### config.mk
export PLATFORM = sky130hd
export DESIGN_NAME = smart_traffic_controller_n
export DESIGN_NICKNAME = d
export VERILOG_FILES = /design/src/rtl/smart_traffic_controller_n.sv
export SDC_FILE = /design/constraint.sdc
export NUM_CORES = 1
export LEC_CHECK = 0
export CAP_MARGIN = 10
export CELL_PAD_IN_SITES_DETAIL_PLACEMENT = 0
export CELL_PAD_IN_SITES_GLOBAL_PLACEMENT = 2
export CORE_ASPECT_RATIO = 1.25
export CORE_MARGIN = 8
export CORE_UTILIZATION = 27
export DETAILED_ROUTE_END_ITERATION = 7
export GPL_TIMING_DRIVEN = 0
export PLACE_DENSITY_LB_ADDON = 0.1
export RECOVER_POWER = 50
export SETUP_SLACK_MARGIN = 0.2
export SYNTH_ARGS = -nofsm -noshare
export SYNTH_HDL_FRONTEND = slang
export SYNTH_SLANG_ARGS = --single-unit
### constraint.sdc
create_clock -name clock -period 4.85 [get_ports clock]
set_clock_uncertainty 0.05 [all_clocks]
set_input_delay 0.97 -clock clock [delete_from_list [all_inputs] [get_ports clock]]
set_output_delay 0.97 -clock clock [all_outputs]
set_load 0.02 [all_outputs]
### src/rtl/smart_traffic_controller_n.sv
// Density-driven N-road intersection controller: picks the densest approach,
// bounds each green, times yellow/all-red, and gives siren roads priority.
//
// state   | meaning
// --------+---------------------------------------------------------
// IDLE    | all red, waiting for a siren or any density
// SELECT  | one cycle, latch the densest road as active_road
// GREEN   | active road green, min/max bounded by demand
// YELLOW  | active road yellow for YELLOW_TIME cycles
// ALL_RED | clearance for ALL_RED_TIME cycles, then back to IDLE
// EMERG   | active road green while its siren is held
module smart_traffic_controller_n #(
  parameter int NUM_ROADS    = 4,
  parameter int LEVELS       = 3,
  parameter int MIN_GREEN    = 4,
  parameter int MAX_GREEN    = 16,
  parameter int YELLOW_TIME  = 2,
  parameter int ALL_RED_TIME = 1,
  localparam int RW = (NUM_ROADS > 1) ? $clog2(NUM_ROADS) : 1
) (
  input  logic                          clock,
  input  logic                          clear,
  input  logic [NUM_ROADS*LEVELS-1:0]   density,
  input  logic [NUM_ROADS-1:0]          siren,
  input  logic [NUM_ROADS-1:0]          red_cross,
  output logic [3*NUM_ROADS-1:0]        lights,
  output logic [2:0]                    state,
  output logic [RW-1:0]                 active_road,
  output logic [NUM_ROADS-1:0]          camera,
  output logic                          emergency
);

  localparam int TW = $clog2(MAX_GREEN + 1);
  localparam int CW = $clog2(LEVELS + 1);
  localparam logic [TW-1:0] MIN_LAST = TW'(MIN_GREEN - 1);
  localparam logic [TW-1:0] MAX_LAST = TW'(MAX_GREEN - 1);
  localparam logic [TW-1:0] YEL_LAST = TW'(YELLOW_TIME - 1);
  localparam logic [TW-1:0] AR_LAST  = TW'(ALL_RED_TIME - 1);

  typedef enum logic [2:0] {
    ST_IDLE    = 3'd0,
    ST_SELECT  = 3'd1,
    ST_GREEN   = 3'd2,
    ST_YELLOW  = 3'd3,
    ST_ALL_RED = 3'd4,
    ST_EMERG   = 3'd5
  } st_t;

  st_t                  cur_st;
  logic [TW-1:0]        timer;
  logic [CW-1:0]        cnt [NUM_ROADS];
  logic [CW-1:0]        cnt_act;
  logic [CW-1:0]        best_cnt;
  logic [RW-1:0]        best_idx;
  logic [RW-1:0]        siren_idx;
  logic                 any_demand;
  logic                 other_siren;
  logic                 other_demand;
  logic                 other_greater;
  logic [NUM_ROADS-1:0] red_mask;

  always_comb begin
    for (int r = 0; r < NUM_ROADS; r++) begin
      cnt[r] = '0;
      for (int l = 0; l < LEVELS; l++)
        cnt[r] = cnt[r] + CW'(density[r*LEVELS + l]);
    end
    cnt_act       = cnt[active_road];
    best_cnt      = cnt[0];
    best_idx      = '0;
    siren_idx     = '0;
    any_demand    = 1'b0;
    other_siren   = 1'b0;
    other_demand  = 1'b0;
    other_greater = 1'b0;
    for (int r = 0; r < NUM_ROADS; r++) begin
      // strict compare keeps ties on the lowest index
      if (cnt[r] > best_cnt) begin
        best_cnt = cnt[r];
        best_idx = RW'(r);
      end
      any_demand = any_demand | (cnt[r] != '0);
      if (RW'(r) != active_road) begin
        other_siren   = other_siren | siren[r];
        other_demand  = other_demand | (cnt[r] != '0);
        other_greater = other_greater | (cnt[r] > cnt_act);
      end
    end
    for (int r = NUM_ROADS - 1; r >= 0; r--)
      if (siren[r]) siren_idx = RW'(r);
  end

  always_comb begin
    lights   = '0;
    red_mask = '1;
    for (int r = 0; r < NUM_ROADS; r++) begin
      lights[3*(NUM_ROADS-1-r) +: 3] = 3'b100;
      if (RW'(r) == active_road) begin
        if (cur_st == ST_GREEN || cur_st == ST_EMERG) begin
          lights[3*(NUM_ROADS-1-r) +: 3] = 3'b001;
          red_mask[r] = 1'b0;
        end else if (cur_st == ST_YELLOW) begin
          lights[3*(NUM_ROADS-1-r) +: 3] = 3'b010;
          red_mask[r] = 1'b0;
        end
      end
    end
  end

  assign state     = cur_st;
  assign emergency = (cur_st == ST_EMERG);

  always_ff @(posedge clock) begin
    if (clear) begin
      cur_st      <= ST_IDLE;
      active_road <= '0;
      timer       <= '0;
      camera      <= '0;
    end else begin
      camera <= red_cross & red_mask;
      case (cur_st)
        ST_IDLE: begin
          if (|siren) begin
            cur_st      <= ST_EMERG;
            active_road <= siren_idx;
          end else if (any_demand) begin
            cur_st <= ST_SELECT;
          end
        end
        ST_SELECT: begin
          active_road <= best_idx;
          cur_st      <= ST_GREEN;
        end
        ST_GREEN: begin
          if (siren[active_road]) begin
            cur_st <= ST_EMERG;
            timer  <= '0;
          end else if (other_siren ||
                       (timer >= MIN_LAST && (cnt_act == '0 || other_greater)) ||
                       (timer == MAX_LAST && other_demand)) begin
            cur_st <= ST_YELLOW;
            timer  <= '0;
          end else if (timer != MAX_LAST) begin
            // saturate so a long uncontested green yields at once to new demand
            timer <= timer + TW'(1);
          end
        end
        ST_YELLOW: begin
          if (timer == YEL_LAST) begin
            cur_st <= ST_ALL_RED;
            timer  <= '0;
          end else begin
            timer <= timer + TW'(1);
          end
        end
        ST_ALL_RED: begin
          if (timer == AR_LAST) begin
            cur_st <= ST_IDLE;
            timer  <= '0;
          end else begin
            timer <= timer + TW'(1);
          end
        end
        ST_EMERG: begin
          if (!siren[active_road]) begin
            cur_st <= ST_YELLOW;
            timer  <= '0;
          end
        end
        default: begin
          cur_st <= ST_IDLE;
          timer  <= '0;
        end
      endcase
    end
  end

endmodule

==> out/qor.txt <==
multiplexer area fraction after synthesis -> 0.06326
Tightest Pin Transition -> 0.5394 ns
Clk Latency, worst-skew pair -> 0.26 ns
Arrival @ worst endpoint -> 4.63 ns
Post-synth EDFFs -> 0
RSZ-0062 raised after global routing -> false
largest family of logic cells by synthesized area -> simple AND/OR/NAND/NOR gates
CP startpoint kind -> input port
post-DP HPWL -> 4266 microns
Reg clk slew, reported paths -> 0.07 ns
layout cell share with drive strength beyond 1 -> 0.1279
pre-CTS setup slack -> -0.07212 ns
max-slew violation count -> 0
initial drt markers -> 83
Post-Syn Area per Cell -> 7.817 sq um
io pins -> 44
Finished Core Util -> 0.3860
hold path start -> timer[3]
Critical Path RT -> 4.99 ns
drt pass-1 iters -> 4
Buf/Inv on CP -> 1
commonest non-fill, non-tap cell in the layout -> clkdlybuf4s50_1
post-synthesis cell area -> 0.001642 sq mm
Core Footprint -> 0.005857 sq mm
delay-heaviest family, CP -> compound AO/OA/AOI/OAI gates
Final setup viols -> 0
Crit-path slowest cell -> mux4_2
period utilisation layout -> 0.9255
Post-Synth XOR/XNOR Area -> 0
pwr/cell area -> 413.4 mW/mm^2
largest net degree at the start of global routing -> 11
Top Layer Used -> met4
FF-to-FF End -> state[0]
CP endpoint kind -> flop
max-cap viol count -> 0
met3 WL -> 90 microns
DRC -> 0
crit-path cells -> clkdlybuf4s50_1, fa_2, mux4_2, ha_1, o21ba_2, or2_2, a31o_2, a41oi_2, o211ai_4, or4_1, a21oi_1
Clock Root Buffer -> clkbuf_8
FF+latch count, synth -> 14
worst setup margin -> 0.3612 ns
Relative slew margins -> 0.6404
Simple-Gate Fraction of Synth Area -> 0.2896
first-pass GRT wire length -> 8418 microns
die height -> 103.2 microns
Nets -> 301
Max Clock Freq -> 222.8 MHz
WHS Endpoint -> timer[3]
final hold vios -> 0
via count -> 1692
most frequent cells in the layout -> clkdlybuf4s50_1 (28), nor2_1 (26), inv_1 (18), ha_1 (16)
Reg-to-Reg Start -> active_road[0]
I/O Buffers -> 43
post-layout power -> 934.6 uW
Synth top area share -> 0.1707
Placer Congestion -> 0.7691
dominant cell type by area after synthesis -> dfxtp_1
Area growth syn-to-layout -> 37.73%
Clock Path Buffers -> 2
met2 wire len -> 2770 microns
Cell variety after synth -> 56
Compound-Gate Fraction of Synth Area -> 0.2409
Initial Utilization -> 0.2803
crit path time final -> 4.489 ns
Clock Sinks -> 14
CP peak stage delay -> 0.55 ns
CTS tree -> built
setup slack, reg-to-reg -> 1.41 ns
H-Tree Depth -> 1
Hold Crit Depth -> 1
vias in the first global route -> 1732
post-route ant nets -> 0
crit path kind -> in2reg
GRT overflow -> 0
Max VDD drop -> 211.8 uV
sequential area share after synthesis -> 0.1707
Adder-Cell Fraction of Synth Area -> 0.1707
TritonCTS buffer count -> 3
total wire length -> 5227 microns
Mapped Cells -> 210
HP Class -> reg2reg
asr flop ratio synth -> 0
final hold slack -> 0.4419 ns
overall routing resource usage -> 0.1196
Leakage Power -> 0.9251 nW
Ys Warns -> 0
Register-to-Register Path Depth -> 10
Via density -> 4.976
Post-Syn Nets -> 252
initial antenna violation count -> 0
outcome -> completed
post-DR wirelength/cell -> 15.37 microns
Met1 Wirelength -> 2305 microns
die footprint -> 0.008846 sq mm
# rows -> 31
Critical Path Fanout Max -> 10
Synth Flop Type -> dfxtp_1
largest cells by area after synthesis -> dfxtp_1 (17%), ha_1 (12%), nor2_1 (5.9%), fa_1 (4.9%), a21oi_1 (4.6%)
Antenna diodes -> 0
Die X-Extent -> 85.74 microns
## where the power goes
group	internal, mW	switching [mW]
Clock	0.0722	0.0513
Combinational	0.282	0.373
Sequential	0.138	0.0182
Total	0.492	0.443
## stage by stage
stage          TNS [ns]  instance area, sq um  cells
4_1_cts               0                  2232    339
3_5_place_dp   -0.07212                  2175    335
5_1_grt               0                  2261    340
3_3_place_gp   -0.09112                  2175    335
6_report              0                  2261    340
2_1_floorplan         0                  1642    210
## Yosys cell counts (all sizes together) (3+ instances only)
cell type / count
inv: 18
and3b: 4
nand2: 15
a21oi: 15
and3: 3
or2: 3
o22ai: 4
ha: 16
o21ai: 7
nor3: 8
dfxtp: 14
nor2b: 8
a31oi: 3
a41oi: 3
fa: 4
buf: 4
mux4: 3
nor2: 26
clkbuf: 5
nand2b: 5
nand3: 4
## sequential cells by signal (all words and copies together) (netlist names)
name and flops:
active_road 2, state 3, camera 4, timer 5
## routing by layer
metal  GRT usage  vias to the layer above
li1            -                      865
met1      0.1361                      802
met2      0.2279                       20
met3     0.01265                        5
met4     0.03649                        0
met5           0                        -
## kinds of logic after synthesis
family,after synthesis
AND/OR/NAND/NOR,89
AO/OA/AOI/OAI,54
buffers and inverters,27
adder cells (fa/ha/maj),20
flip-flops,14
multiplexers,6
## how the worst max path moves through the flow
stage / start / end / cells past startpoint
finish: density[2] / state[0] / 11
CTS: density[3] / state[0] / 11
floorplan: density[0] / state[0] / 10
detailed placement: density[0] / state[0] / 11
global placement: density[0] / state[0] / 11
global route: density[10] / state[0] / 11
## layout make-up
cell class / instances / area [sq um]
Fill cell: 643 / 3596
Multi-Input combinational cell: 169 / 1279
Timing Repair Buffer: 44 / 437.9
Sequential cell: 14 / 280.3
Tap cell: 82 / 102.6
Inverter: 18 / 67.56
Clock buffer: 4 / 55.05
Buffer: 9 / 38.79
## what timing repair did
item,in CTS,in global routing
gates cloned,0,0
pin swaps,0,3
setup endpoints to repair,1,3
hold buffers,0,0
gates resized for setup,1,5
setup buffers,0,1
No activity file was read; power rests on OpenSTA's default activity.
